--- src/rtl/sn74_pkg.sv ---
// Shared constants and the J/K next-state helper for the SN74 JK flip-flop bank.
package sn74_pkg;

   // Flip-flop timing family selected per bank
   localparam int MODE_PULSE = 0;   // master-slave: master on clk_n rise, slave on fall
   localparam int MODE_EDGE  = 1;   // negative-edge: acts on clk_n fall only

   // Filter counter width, enough for FILT_LEN up to 15
   localparam int CNT_W = 4;

   // Idle levels the input filters assume out of reset
   localparam logic INIT_CLK_N = 1'b1;
   localparam logic INIT_CLR_N = 1'b1;
   localparam logic INIT_PRE_N = 1'b1;
   localparam logic INIT_J     = 1'b0;
   localparam logic INIT_K     = 1'b0;

   // JK characteristic equation: 10 set, 01 reset, 11 toggle, 00 hold
   function automatic logic jk_next(input logic i_q, input logic i_j, input logic i_k);
      return (i_j & ~i_q) | (~i_k & i_q);
   endfunction

endpackage

--- src/rtl/gfilt_p.sv ---
// Two-flop synchroniser followed by a stability counter; the filtered level only
// follows the synced input after it has differed for LEN consecutive mclk cycles.
module gfilt_p
   import sn74_pkg::*;
#(
   parameter int   LEN  = 4,
   parameter logic INIT = 1'b0
) (
   input  logic mclk,
   input  logic mrst_n,
   input  logic in,
   output logic filt,
   output logic pedge,
   output logic nedge
);

   localparam logic [CNT_W-1:0] LP_LAST = CNT_W'(LEN - 1);

   logic             r_sync1;
   logic             r_sync2;
   logic             r_filt;
   logic             r_pedge;
   logic             r_nedge;
   logic [CNT_W-1:0] r_cnt;

   // Synchronise, count consecutive disagreeing cycles, update level and edge pulses
   always_ff @(posedge mclk or negedge mrst_n) begin
      if (!mrst_n) begin
         r_sync1 <= INIT;
         r_sync2 <= INIT;
         r_filt  <= INIT;
         r_pedge <= 1'b0;
         r_nedge <= 1'b0;
         r_cnt   <= '0;
      end else begin
         // NOTE: non-blocking assignments make r_sync2 take the old r_sync1, forming a real two-stage pipeline.
         r_sync1 <= in;
         r_sync2 <= r_sync1;
         r_pedge <= 1'b0;
         r_nedge <= 1'b0;
         if (r_sync2 != r_filt) begin
            if (r_cnt == LP_LAST) begin
               r_filt  <= r_sync2;
               r_cnt   <= '0;
               r_pedge <= r_sync2;
               r_nedge <= ~r_sync2;
            end else begin
               r_cnt <= r_cnt + 1'b1;
            end
         end else begin
            r_cnt <= '0;
         end
      end
   end

   assign filt  = r_filt;
   assign pedge = r_pedge;
   assign nedge = r_nedge;

endmodule

--- src/rtl/sn74_jk_bank.sv ---
// Bank of WIDTH JK flip-flops emulating pulse-triggered (7473/7476/74107) or
// negative-edge (74LS73/74LS112) TTL parts, with filtered inputs and direct clear/preset.
module sn74_jk_bank
   import sn74_pkg::*;
#(
   parameter int WIDTH      = 4,
   parameter int MODE       = 0,
   parameter int FILT_LEN   = 4,
   parameter int SHARED_CLK = 0
) (
   input  logic             mclk,
   input  logic             mrst_n,
   input  logic [WIDTH-1:0] clk_n,
   input  logic [WIDTH-1:0] j,
   input  logic [WIDTH-1:0] k,
   input  logic [WIDTH-1:0] clr_n,
   input  logic [WIDTH-1:0] pre_n,
   output logic [WIDTH-1:0] q,
   output logic [WIDTH-1:0] q_n
);

   logic [WIDTH-1:0] w_clk_filt;
   logic [WIDTH-1:0] w_clk_pedge;
   logic [WIDTH-1:0] w_clk_nedge;
   logic [WIDTH-1:0] w_j;
   logic [WIDTH-1:0] w_k;
   logic [WIDTH-1:0] w_clr_n;
   logic [WIDTH-1:0] w_pre_n;
   logic [WIDTH-1:0] w_clr_pedge;
   logic [WIDTH-1:0] w_pre_pedge;

   // Edge pulses the core never looks at
   logic [WIDTH-1:0] w_unused_j_pe;
   logic [WIDTH-1:0] w_unused_j_ne;
   logic [WIDTH-1:0] w_unused_k_pe;
   logic [WIDTH-1:0] w_unused_k_ne;
   logic [WIDTH-1:0] w_unused_clr_ne;
   logic [WIDTH-1:0] w_unused_pre_ne;

   // Clock filtering: one shared filter on clk_n[0], or one per channel
   if (SHARED_CLK != 0) begin : g_shared_clk
      logic w_clk0_filt;
      logic w_clk0_pedge;
      logic w_clk0_nedge;
      logic w_unused_clk;

      gfilt_p #(.LEN(FILT_LEN), .INIT(INIT_CLK_N)) u_clk_filt (
         .mclk   (mclk),
         .mrst_n (mrst_n),
         .in     (clk_n[0]),
         .filt   (w_clk0_filt),
         .pedge  (w_clk0_pedge),
         .nedge  (w_clk0_nedge)
      );

      assign w_clk_filt   = {WIDTH{w_clk0_filt}};
      assign w_clk_pedge  = {WIDTH{w_clk0_pedge}};
      assign w_clk_nedge  = {WIDTH{w_clk0_nedge}};
      // Upper clock pins are deliberately ignored in shared-clock banks
      assign w_unused_clk = ^clk_n;
   end else begin : g_chan_clk
      for (genvar g = 0; g < WIDTH; g++) begin : g_clk
         gfilt_p #(.LEN(FILT_LEN), .INIT(INIT_CLK_N)) u_clk_filt (
            .mclk   (mclk),
            .mrst_n (mrst_n),
            .in     (clk_n[g]),
            .filt   (w_clk_filt[g]),
            .pedge  (w_clk_pedge[g]),
            .nedge  (w_clk_nedge[g])
         );
      end
   end

   for (genvar g = 0; g < WIDTH; g++) begin : g_chan
      logic r_q;
      logic r_q_n;
      logic r_q_int;
      logic w_load;
      logic w_master_next;
      logic w_edge_next;

      gfilt_p #(.LEN(FILT_LEN), .INIT(INIT_J)) u_j_filt (
         .mclk (mclk), .mrst_n (mrst_n), .in (j[g]),
         .filt (w_j[g]), .pedge (w_unused_j_pe[g]), .nedge (w_unused_j_ne[g])
      );
      gfilt_p #(.LEN(FILT_LEN), .INIT(INIT_K)) u_k_filt (
         .mclk (mclk), .mrst_n (mrst_n), .in (k[g]),
         .filt (w_k[g]), .pedge (w_unused_k_pe[g]), .nedge (w_unused_k_ne[g])
      );
      gfilt_p #(.LEN(FILT_LEN), .INIT(INIT_CLR_N)) u_clr_filt (
         .mclk (mclk), .mrst_n (mrst_n), .in (clr_n[g]),
         .filt (w_clr_n[g]), .pedge (w_clr_pedge[g]), .nedge (w_unused_clr_ne[g])
      );
      gfilt_p #(.LEN(FILT_LEN), .INIT(INIT_PRE_N)) u_pre_filt (
         .mclk (mclk), .mrst_n (mrst_n), .in (pre_n[g]),
         .filt (w_pre_n[g]), .pedge (w_pre_pedge[g]), .nedge (w_unused_pre_ne[g])
      );

      // Master loads on the clock rise, or when a direct input releases while the clock is high
      assign w_load        = w_clk_pedge[g] |
                             (w_clk_filt[g] & (w_clr_pedge[g] | w_pre_pedge[g]));
      assign w_master_next = jk_next(r_q_int, w_j[g], w_k[g]);
      assign w_edge_next   = jk_next(r_q, w_j[g], w_k[g]);

      // Direct clear/preset override, then master/slave or falling-edge update
      always_ff @(posedge mclk or negedge mrst_n) begin
         if (!mrst_n) begin
            r_q_int <= 1'b0;
            r_q     <= 1'b0;
            r_q_n   <= 1'b1;
         end else if (!w_clr_n[g] && w_pre_n[g]) begin
            r_q_int <= 1'b0;
            r_q     <= 1'b0;
            r_q_n   <= 1'b1;
         end else if (w_clr_n[g] && !w_pre_n[g]) begin
            r_q_int <= 1'b1;
            r_q     <= 1'b1;
            r_q_n   <= 1'b0;
         end else if (!w_clr_n[g] && !w_pre_n[g]) begin
            // Both direct inputs low drive both TTL outputs high
            r_q_int <= 1'b0;
            r_q     <= 1'b1;
            r_q_n   <= 1'b1;
         end else if (MODE == MODE_EDGE) begin
            if (w_clk_nedge[g]) begin
               r_q_int <= w_edge_next;
               r_q     <= w_edge_next;
               r_q_n   <= ~w_edge_next;
            end
         end else begin
            if (w_load) begin
               r_q_int <= w_master_next;
            end else if (w_clk_nedge[g]) begin
               r_q     <= r_q_int;
               r_q_n   <= ~r_q_int;
            end
         end
      end

      assign q[g]   = r_q;
      assign q_n[g] = r_q_n;
   end

endmodule

--- config.mk ---
export PLATFORM = sky130hd
export DESIGN_NAME = sn74_jk_bank
export DESIGN_NICKNAME = d
export VERILOG_FILES = /design/src/rtl/sn74_pkg.sv /design/src/rtl/gfilt_p.sv /design/src/rtl/sn74_jk_bank.sv
export SDC_FILE = /design/constraint.sdc
export NUM_CORES = 1
export LEC_CHECK = 0
export BUFFER_PORTS_ARGS = -buffer_cell sky130_fd_sc_hd__buf_2
export CORE_MARGIN = 3
export CORE_UTILIZATION = 57
export CTS_BUF_LIST = sky130_fd_sc_hd__clkbuf_4 sky130_fd_sc_hd__clkbuf_8
export DETAILED_ROUTE_END_ITERATION = 6
export PLACE_DENSITY = 0.78
export SLEW_MARGIN = 5
export SYNTH_ARGS = -nofsm -noshare
export SYNTH_HDL_FRONTEND = slang
export SYNTH_SLANG_ARGS = --single-unit
--- constraint.sdc ---
create_clock -name mclk -period 2.06 [get_ports mclk]
set_input_delay 0 -clock mclk [delete_from_list [all_inputs] [get_ports mclk]]
set_output_delay 0 -clock mclk [all_outputs]
set_load 0.1 [all_outputs]
# After elaboration in Yosys (flattened, before gate mapping)
# Index checks and enable logic that the tools add are counted.
# totals
latch_bits	0
romBits	0
output_inout_bits	8
memories	0
ram_bits	0
reg_bits	168
in_bits	22
# classes
mux	128
addsub	20
n_div	0
eq_ne	44
n_lt_le_gt_ge	0
shift	0
reduce_logical	52
n_mul	0
n_bitwise	36
# ops
operator	n
$mux 4	40
$mux 1	88
$add 4x1->4 const B	20
$eq 4x2->1 const B	20
$reduce_and 2->1	24
$reduce_bool 4->1	8
$ne 1x1->1	20
$ne 4x1->1 const B	4
$and 1x1->1	12
$logic_and 1x1->1	12
$not 1->1	12
$or 1x1->1	12
$logic_not 1->1	8

# Depth between registers and ports, before layout
# Gate-level depths: netlist of the first run.
# depth
depth_word	7
depth_mapped	6

# By module
# Synthesis of the first run repeated with hierarchy kept, for this count alone.
# hier_totals
hier_cells	576
area_unflattened_um2	8062.7
# modules_own_cells
module	n_inst	seq_area_each_um2	cells_per_inst	area_each_um2
gfilt_p at g_chan[0].u_clr_filt ...	12	229.0	25	367.9
gfilt_p at g_chan[0].u_j_filt ...	8	225.2	25	364.1
sn74_jk_bank	1	305.3	76	735.7

# Worst setup path before layout of the first run
# Ideal clock, no wire load.
# synth_timing
path_kind	register -> register
from	reg g_chan[1].u_pre_filt.r_filt
to	reg g_chan[1].r_q
path_buffers	1
setup_ns	0.125
t_required_ns	1.935
t_arrival_ns	1.881
path_slack_ns	0.055
period_less_slack_ns	2.005
path_stages_with_launch	7
path_cell_list	dfstp_2 clkbuf_1 inv_1 ha_1 o21ba_2 a211o_1 mux2_2
# synth_between
elab_chain_len	5
# synth_lines
item	line	source
start, declared	gfilt_p.sv:21	logic r_filt;
start signal, assigned	gfilt_p.sv:43	r_filt <= r_sync2;
$logic_not 1->1	sn74_jk_bank.sv:115, sn74_jk_bank.sv:119	
$logic_and 1x1->1	sn74_jk_bank.sv:119	end else if (!w_clr_n[g] && !w_pre_n[g]) begin
$mux 1	sn74_jk_bank.sv:119	
$mux 1	sn74_jk_bank.sv:115	end else if (w_clr_n[g] && !w_pre_n[g]) begin
$mux 1	sn74_jk_bank.sv:111	end else if (!w_clr_n[g] && w_pre_n[g]) begin
end signal, assigned	sn74_jk_bank.sv:127	r_q <= w_edge_next;
end signal, assigned	sn74_jk_bank.sv:134	r_q <= r_q_int;
end, declared	sn74_jk_bank.sv:75	logic r_q;
# Parallel ways exist; a longest one is shown, timed or not.
# A chain may end at the register's enable or synchronous reset.

# Worst setup path after layout of the first run
# layout_timing
from	reg g_chan[2].u_clr_filt.r_filt
to	reg g_chan[2].r_q
# layout_between
elab_chain_len	5
# layout_lines
item	line
start, declared	gfilt_p.sv:21
start signal, assigned	gfilt_p.sv:43
$logic_not 1->1	sn74_jk_bank.sv:111, sn74_jk_bank.sv:119
$logic_and 1x1->1	sn74_jk_bank.sv:119
$mux 1	sn74_jk_bank.sv:119
$mux 1	sn74_jk_bank.sv:115
$mux 1	sn74_jk_bank.sv:111
end signal, assigned	sn74_jk_bank.sv:127
end signal, assigned	sn74_jk_bank.sv:134
end, declared	sn74_jk_bank.sv:75
# Parallel ways exist; a longest one is shown, timed or not.

==> implementation parameters, run 1 <==
Parameter                              Value

Outcome
  Status    complete, no violations

Routing
  Number of vias after detailed routing    roughly 4100
  Router iterations before antenna repair    4
  Routed WL per cell    ~14 um
  DRC viols    0
  Total length of routed wires    10.5 mm
  Via density    5.29
  Number of nets still failing antenna checks after routing    0
  Iteration-0 DRC Markers    152

Clock network
  CTS Root Buffer Type    clkbuf_8
  CTS tree    yes
  Clock latency on the worst-skew pair    0.46 ns
  Buffer depth of the longest clock path    2
  Register clock-pin slew on the reported worst setup and hold paths    0.07 ns
  Htree depth    4
  TritonCTS sink count    approximately 170
  Number of buffers added by the clock tree synthesis step    17

Placement
  Cell total after placement    about 700
  Global placement routability congestion    between 0.8 and 0.9
  Number of I/O port buffers    29
  Placed Area    7220 um2
  Worst setup slack before clock tree synthesis    0.0523 ns
  Detailed Place HPWL    between 7 and 8 mm

Global route
  Remaining global-route overflow    0
  Pin count of the biggest net entering global routing    54
  Number of antenna violations at the first check in global routing    0
  Wire length of the first global-routing pass    between 15 and 20 mm
  Vias in the first global route    between 4000 and 5000
  GR Util All Layers    0.177

STA
  Worst-margin pin slew    0.519 ns
  Final hold violation count    0
  Count of final max-slew check failures    0
  Unrepaired setup endpoints after global routing    false
  Total negative slack for setup checks    0 ns
  Maximum clock rate    500 MHz
  Worst Clk Skew    roughly 0.0095 ns
  Worst-case setup margin in the final layout    around 0.058 ns
  Fraction of the cycle the final worst path needs    0.972
  Worst-case hold slack    around 0.052 ns
  Count of endpoints failing setup in the final report    0
  Final worst path period need    ~2 ns
  Worst rel slew slack    0.653

Worst hold path
  Worst min-delay path class    primary input to asynchronous set/reset pin

Yosys
  Adder and majority gate portion of the synthesized area    0.0580
  Top post-synthesis cells by area    dfrtp_1 46%, dfstp_2 15%, ha_1 5.8%
  Register area share after synthesis    0.616
  Mapped Avg Cell Area    about 13 um2
  Number of different library cells in the post-synthesis netlist    36
  Share of synthesized area spent on multiplexers    0.0409
  EDFF count, synth    0
  Primary FF master, synth    dfrtp_1
  Main combinational cell family by area after synthesis    simple AND/OR/NAND/NOR gates
  Top-area cell type share of the netlist area    0.464
  Count of mapped cells out of synthesis    544
  FFs w/ async S/R, synth    1.00
  Post-synth design cell area    between 6000 and 7000 um2
  Yosys warnings    0
  Compound-gate portion of the synthesized area    0.0493
  Cell type with the highest aggregate area in the netlist    dfrtp_1
  Xor/xnor cell area share of the yosys netlist    0.0507
  Total of flip-flops plus latches after synthesis    between 150 and 200
  Post-synthesis net count    between 500 and 600
  Fraction of the mapped netlist area in simple logic gates    0.169

Pwr
  Leakage dissipation    approximately 3.5 nW
  Worst vdd ir    between 0.0007 and 0.0008 V
  Power density over cell area    about 1300 nW/um2
  Total power    10.1 mW

Finish
  Final #Nets    around 670
  Post-route standard cell area excluding fillers    7870 um2
  Antenna Cells    0
  Fraction of layout instances using a drive strength above 1    0.221
  Syn-to-layout area delta    13.9%
  Layout Cells excl Fill    between 700 and 800
  Final design utilization    0.677

Setup path
  Cells on worst reg2reg path    5
  CP Class    flop to flop
  Element type at the critical path end    flop
  Crit path max fanout    5
  Data arrival time at the worst-slack endpoint    about 2.3 ns
  Crit path required time    approximately 2.4 ns
  Startpoint kind of the worst setup timing path    flop

Die
  Placement row count    39
  Height of the chip    about 120 um
  Io pins    30
  Core Area    11600 um2
  Effective utilization at floorplan    0.595
  Area of the die    ~13000 um2
  Horiz. Die Dim    between 100 and 150 um

Job
  # Max-Cap Violations    0
==> cell type report <==
cell class / instances / area [um2]
clock buffers: 24 / 305
clock inverters: 8 / 97.6
fillers: 829 / 3750
inverters: 13 / 48.8
multi-input cells: 354 / 2550
flip-flops and latches: 168 / 4250
well taps: 143 / 179
repair buffers: 58 / 434
==> cells in the final DEF, fill, tap and decap left out, types with 23 or more instances in the layout <==
cell type,count
nand2b_1,27
buf_2,28
nor3_1,23
dfrtp_1,128
dfstp_2,40
ha_1,29
nor3b_1,24
nor2_1,36
a21oi_1,24
==> flip-flops by register name, summed over array words and instances (netlist names), 16 cells and up <==
name,count
g_chan.u_clr_filt.r_cnt,16
g_chan.u_j_filt.r_cnt,16
g_chan.u_k_filt.r_cnt,16
g_chan.u_pre_filt.r_cnt,16
g_chan_clk.g_clk.u_clk_filt.r_cnt,16
==> path summary, 6_finish.rpt <==
| path | slack (ns) | from | to |
|---|---|---|---|
| setup / recovery | 0.06 | g_chan[2].u_clr_filt.filt$_DFFE_PN1P_ | g_chan[2].r_q$_DFFE_PN0P_ |
| hold / removal | 0.05 | mrst_n | g_chan[0].u_k_filt.r_cnt[2]$_DFF_PN0_ |
| setup reg to reg | 0.06 | g_chan[2].u_clr_filt.filt$_DFFE_PN1P_ | g_chan[2].r_q$_DFFE_PN0P_ |
| hold reg to reg | 0.35 | g_chan[1].u_k_filt.r_sync1$_DFF_PN0_ | g_chan[1].u_k_filt.r_sync2$_DFF_PN0_ |
| max in group asynchronous | 1.21 | mrst_n | g_chan_clk.g_clk[1].u_clk_filt.r_sync2$_DFF_PN1_ |
| min in group mclk | 0.18 | pre_n[2] | g_chan[2].u_pre_filt.r_sync1$_DFF_PN1_ |
==> routing by layer <==
layer,global-route usage,vias up,routed length (um)
li1,-,2011,-
met1,0.217,1981,4690
met2,0.287,50,5230
met3,0.0507,21,312
met4,0.0905,0,235
met5,0,-,0
==> cells in the mapped netlist (13+ instances only) <==
cell	instances
nand2_1	13
inv_1	13
nand2b_1	27
mux2_2	14
xor2_1	20
ha_1	32
nor3b_1	24
nor2_1	36
nor2b_1	21
dfrtp_1	128
a21oi_1	24
nand3_1	20
nand3b_1	19
dfstp_2	40
nor3_1	23
xnor2_1	20
==> critical path, stage by stage, from the launching register on <==
cell and delay (ns):
dfstp_2 0.58, inv_1 0.09, ha_1 0.26, or4b_1 0.52, o211a_2 0.15, mux2_4 0.29
==> cells by family (layout without fill, tap and decap cells) <==
kind of cell | Yosys count | after routing
AND/OR/NAND/NOR | 203 | 203
flip-flops | 168 | 168
AO/OA/AOI/OAI | 54 | 54
XOR/XNOR | 40 | 40
adder cells (fa/ha/maj) | 32 | 32
multiplexers | 25 | 25
buffers and inverters | 22 | 103
==> power by group <==
part           switching, mW  internal (mW)  total [mW]  leakage (nW)
Clock                   1.08           1.22        2.30         0.214
Combinational           1.77           1.42        3.20          1.22
Sequential             0.534           4.11        4.64          2.09
Total                   3.39           6.76        10.1          3.53
==> timing repair <==
action | 4_1_cts | 5_1_grt
hold buffers | 21 | 0
endpoints found under the setup margin | 0 | 3
gates resized for setup | 0 | 3
buffers inserted | 0 | 3
hold endpoints to repair | 156 | 0
Note: power is estimated with default switching activity, not from simulation.
==> run 2: changes to the inputs <==
- PLACE_DENSITY: 0.78 -> default
- PLACE_DENSITY_LB_ADDON: default -> 0.12
==> implementation parameters, run 2 (synthesis gave the netlist of run 1 again) <==
Parameter                              Value

Finish
  Final #Nets    665
  Post-route standard cell area excluding fillers    7920 um2
  Fraction of layout instances using a drive strength above 1    0.221
  Antenna Cells    0
  Final design utilization    0.682
  Fill cell count    roughly 840
  Leading cell types in the layout, fill and taps excluded    128 x dfrtp_1, 40 x dfstp_2, 36 x nor2_1
  Syn-to-layout area delta    14.6%
  Most frequent standard cell in the layout excluding fill and tap cells    dfrtp_1

Global route
  Busiest layer in global routing    met2
  Routing usage on met3    0.0522
  Vias in the first global route    approximately 4300
  Global-route met2 utilization    0.287
  Remaining global-route overflow    0
  Pin count of the biggest net entering global routing    slightly above 70
  Grt met1 use    0.211
  Number of antenna violations at the first check in global routing    0
  GR Util All Layers    0.175
  Wire length of the first global-routing pass    between 15 and 20 mm

Routing
  Number of vias after detailed routing    4106
  Total length of routed wires    10.2 mm
  Number of nets still failing antenna checks after routing    0
  Router iterations before antenna repair    4
  Routed WL per cell    around 13 um
  DRC viols    0
  Iteration-0 DRC Markers    220
  Via density    about 5.4

Setup path
  Largest stage delay on the critical path    0.58 ns
  Cells on worst reg2reg path    5
  Element type at the critical path end    flop
  Chain of cells forming the critical path    inv_1 -> ha_1 -> or4b_1 -> o211a_2 -> mux2_4
  Crit path max fanout    5
  Worst path bufs/invs    1
  Cell with the biggest individual delay on the critical path    dfstp_2
  Crit path required time    roughly 2.4 ns
  Data arrival time at the worst-slack endpoint    2.33 ns
  Startpoint kind of the worst setup timing path    flop
  Crit. path cell count    5
  Dominant delay contributor by cell family on the critical path    flip-flops
  CP Class    flop to flop

STA
  Maximum clock rate    roughly 500 MHz
  Worst Clk Skew    0.00777 ns
  Worst rel slew slack    0.581
  Final worst path period need    approximately 2.0 ns
  Fraction of the cycle the final worst path needs    0.970
  Worst-margin pin slew    about 0.63 ns
  Worst-case hold slack    around 0.12 ns
  Count of final max-slew check failures    0
  Count of endpoints failing setup in the final report    0
  Final hold violation count    0
  Total negative slack for setup checks    0 ns

Clock network
  CTS tree    yes
  Register clock-pin slew on the reported worst setup and hold paths    about 0.080 ns
  Buffer depth of the longest clock path    2
  Htree depth    4
  Number of buffers added by the clock tree synthesis step    17
  TritonCTS sink count    roughly 170
  Clock latency on the worst-skew pair    0.45 ns
  CTS Root Buffer Type    clkbuf_8

Placement
  Placed Area    7240 um2
  Global placement routability congestion    0.825
  Detailed Place HPWL    between 7 and 8 mm
  Number of I/O port buffers    29

Pwr
  Total power    about 10 mW
  Power density over cell area    ~1300 nW/um2
  Leakage dissipation    3.55 nW
  Worst vdd ir    between 0.0006 and 0.0007 V

Worst hold path
  Worst min-delay path class    primary input to asynchronous set/reset pin

Die
  Io pins    30
  Height of the chip    between 100 and 150 um
  Core Area    about 12000 um2
  Area of the die    13500 um2
  Effective utilization at floorplan    0.595
  Horiz. Die Dim    ~120 um
  Placement row count    39

Outcome
  Status    complete, no violations

Job
  # Max-Cap Violations    0
run 2: final cells by class:
type	instances	area (um2)	area share
timing repair buffer	57	439	0.0555
tap	143	179	0.0226
sequential	168	4250	0.537
multi-input combinational	354	2550	0.322
clock inverter	7	114	0.0144
clock buffer	25	332	0.0419
inverter	13	48.8	0.00616
run 2: stage by stage:
stage          setup WS [ns]  instances
2_1_floorplan         0.0546        544
3_3_place_gp           0.101        712
3_5_place_dp          0.0393        712
4_1_cts               0.0163        765
5_1_grt              -0.0174        767
6_report              0.0615        767
run 2: what timing repair did:
action	in CTS	in global routing
setup buffers	0	2
endpoints found under the setup margin	0	3
resized for setup	0	4
hold buffers	21	0
endpoints found under the hold margin	110	0
run 2: power by group:
part	total, mW	internal [mW]	switching [mW]
Combinational	3.17	1.42	1.75
Sequential	4.65	4.11	0.542
Clock	2.51	1.42	1.09
run 2: per-layer routing:
layer  vias to the layer above  part of all wire
met5                         -                 0
li1                       2008                 -
met3                        21             0.029
met2                        49              0.49
met1                      2028              0.46
met4                         0             0.020
run 2: path summary, 6_finish.rpt:
| path | from | to | slack, ns |
|---|---|---|---|
| setup / recovery | g_chan[2].u_clr_filt.filt$_DFFE_PN1P_ | g_chan[2].r_q$_DFFE_PN0P_ | 0.06 |
| min in group mclk | pre_n[3] | g_chan[3].u_pre_filt.r_sync1$_DFF_PN1_ | 0.19 |
| setup reg to reg | g_chan[2].u_clr_filt.filt$_DFFE_PN1P_ | g_chan[2].r_q$_DFFE_PN0P_ | 0.06 |
| max in group asynchronous | mrst_n | g_chan_clk.g_clk[3].u_clk_filt.filt$_DFFE_PN1P_ | 1.20 |
| hold / removal | mrst_n | g_chan[0].u_k_filt.r_cnt[2]$_DFF_PN0_ | 0.12 |
| hold reg to reg | g_chan[1].u_k_filt.r_sync1$_DFF_PN0_ | g_chan[1].u_k_filt.r_sync2$_DFF_PN0_ | 0.35 |
==> run 3: changes to the inputs <==
- CORE_UTILIZATION: 57 -> 25
- HOLD_SLACK_MARGIN: default -> 0.03
- clock period: 2.06 -> 1.92 ns (I/O delays scaled with it)
==> implementation parameters, run 3 (synthesis gave the netlist of run 1 again) <==
Parameter                              Value

Outcome
  Status    complete, no violations

Global route
  Number of antenna violations at the first check in global routing    0
  GR Util All Layers    0.0835
  Pin count of the biggest net entering global routing    56
  Remaining global-route overflow    0
  Vias in the first global route    approximately 4300
  Wire length of the first global-routing pass    roughly 20 mm

Finish
  Fill cell count    roughly 2700
  Leading cell types in the layout, fill and taps excluded    128 x dfrtp_1, 40 x dfstp_2, 36 x nor2_1
  Final #Nets    670
  Final design utilization    0.305
  Syn-to-layout area delta    19.2%
  Area of combinational cells with multiple inputs    around 2600 um2
  Most frequent standard cell in the layout excluding fill and tap cells    dfrtp_1
  Post-route standard cell area excluding fillers    8230 um2
  Area occupied by registers    between 4000 and 5000 um2
  Antenna Cells    0
  Fraction of layout instances using a drive strength above 1    0.243

Setup path
  Data arrival time at the worst-slack endpoint    about 2.2 ns
  Startpoint kind of the worst setup timing path    flop
  Crit path max fanout    4
  CP Class    flop to flop
  Element type at the critical path end    flop
  Crit path required time    ~2.3 ns

Routing
  Length of routed met3 wiring    about 210 um
  Routed WL per cell    approximately 12 um
  Via density    roughly 4.2
  Total length of routed wires    between 10 and 15 mm
  Routed length on met1    ~5.6 mm
  Number of vias after detailed routing    roughly 4000
  DRC viols    0
  Iteration-0 DRC Markers    about 90
  Met2 WL post-DR    about 5.6 mm
  Number of nets still failing antenna checks after routing    0
  Router iterations before antenna repair    4
  Highest signal layer in the routed design    met4

Placement
  Number of I/O port buffers    29
  Placed Area    ~7500 um2
  Global placement routability congestion    between 0.7 and 0.8
  Worst setup slack before clock tree synthesis    -0.0129 ns
  Detailed Place HPWL    a little under 8 mm

Die
  Placement row count    60
  Horiz. Die Dim    around 170 um
  Area of the die    29700 um2
  Height of the chip    around 170 um
  Effective utilization at floorplan    0.256
  Core Area    between 20000 and 30000 um2
  Io pins    30

STA
  Final worst path period need    1.88 ns
  Unrepaired setup endpoints after global routing    true
  Final hold violation count    0
  Count of final max-slew check failures    0
  Worst Clk Skew    0.0172 ns
  Maximum clock rate    approximately 530 MHz
  Worst-case hold slack    just under 0.07 ns
  Fraction of the cycle the final worst path needs    0.977
  Count of endpoints failing setup in the final report    0
  Worst rel slew slack    0.639
  Worst-margin pin slew    approximately 0.54 ns
  Worst-case setup margin in the final layout    about 0.045 ns

Clock network
  Number of buffers added by the clock tree synthesis step    17
  Htree depth    4
  CTS tree    yes
  Setup Fix Bufs, Post-CTS    0
  TritonCTS sink count    168
  Register clock-pin slew on the reported worst setup and hold paths    around 0.1 ns
  CTS Root Buffer Type    clkbuf_8
  Clock latency on the worst-skew pair    between 0.4 and 0.5 ns
  Buffer depth of the longest clock path    2

Pwr
  Power density over cell area    roughly 1400 nW/um2
  Worst vdd ir    between 0.0003 and 0.0004 V
  Leakage dissipation    ~3.5 nW

Job
  # Max-Cap Violations    0

Worst hold path
  Worst min-delay path class    primary input to asynchronous set/reset pin
-- run 3: cell count changes in the layout (fill, tap and decap cells not counted), sizes merged --
cell      previous run  this run
buf                 36        41
clkinvlp             0         5
bufinv               3         1
inv                 13        21
clkbuf              25        17
clkinv               4         1
-- run 3: what timing repair did --
action / CTS / global route
hold buffers: 21 / 0
endpoints found under the hold margin: 149 / 0
endpoints found under the setup margin: 2 / 3
gates resized for setup: 3 / 16
pin swaps: 1 / 0
-- run 3: layer usage --
metal | up-vias | global-route usage
li1 | 2014 | -
met1 | 2030 | 0.105
met2 | 31 | 0.137
met3 | 8 | 0.0235
met4 | 0 | 0.0330
met5 | - | 0
-- run 3: final cells by class --
type | instances | area share
inverter | 13 | 0.00593
clock inverter | 15 | 0.0196
tap | 341 | 0.0518
timing repair buffer | 62 | 0.0579
sequential | 168 | 0.517
clock buffer | 17 | 0.0284
multi-input combinational | 354 | 0.320
-- run 3: path summary, 6_finish.rpt --
| check | startpoint | end | slack [ns] | cells after the start |
|---|---|---|---|---|
| setup / recovery | g_chan[0].u_pre_filt.filt$_DFFE_PN1P_ | g_chan[0].r_q$_DFFE_PN0P_ | 0.04 | 5 |
| hold / removal | mrst_n | g_chan[0].u_k_filt.r_cnt[2]$_DFF_PN0_ | 0.07 | 2 |
| setup reg to reg | g_chan[0].u_pre_filt.filt$_DFFE_PN1P_ | g_chan[0].r_q$_DFFE_PN0P_ | 0.04 | 5 |
| hold reg to reg | g_chan[0].u_k_filt.r_sync1$_DFF_PN0_ | g_chan[0].u_k_filt.r_sync2$_DFF_PN0_ | 0.35 | 0 |
| max in group asynchronous | mrst_n | g_chan[2].u_pre_filt.filt$_DFFE_PN1P_ | 1.07 | 3 |
| min in group mclk | pre_n[1] | g_chan[1].u_pre_filt.r_sync1$_DFF_PN1_ | 0.19 | 2 |
-- run 3: power by group --
part	total, mW	switching (mW)	leakage, nW	internal [mW]
Combinational	3.69	2.02	1.25	1.67
Clock	2.51	1.43	0.185	1.08
Sequential	4.93	0.532	2.09	4.40
Total	11.1	3.98	3.53	7.16
-- run 3: stage by stage --
stage,TNS (ns),instances,total power [mW]
after CTS,0,970,11.2
after global routing,-0.000521,970,12.0
after floorplan,0,544,7.75
final,0,970,11.1
after detailed placement,-0.0129,917,8.54
after global placement,0,917,8.42
-- run 3: worst max-delay path, stage by stage (launching register included) --
cell and delay, ns:
dfstp_2 0.55, inv_2 0.07, ha_4 0.17, or4b_1 0.53, o211a_2 0.16, mux2_4 0.29
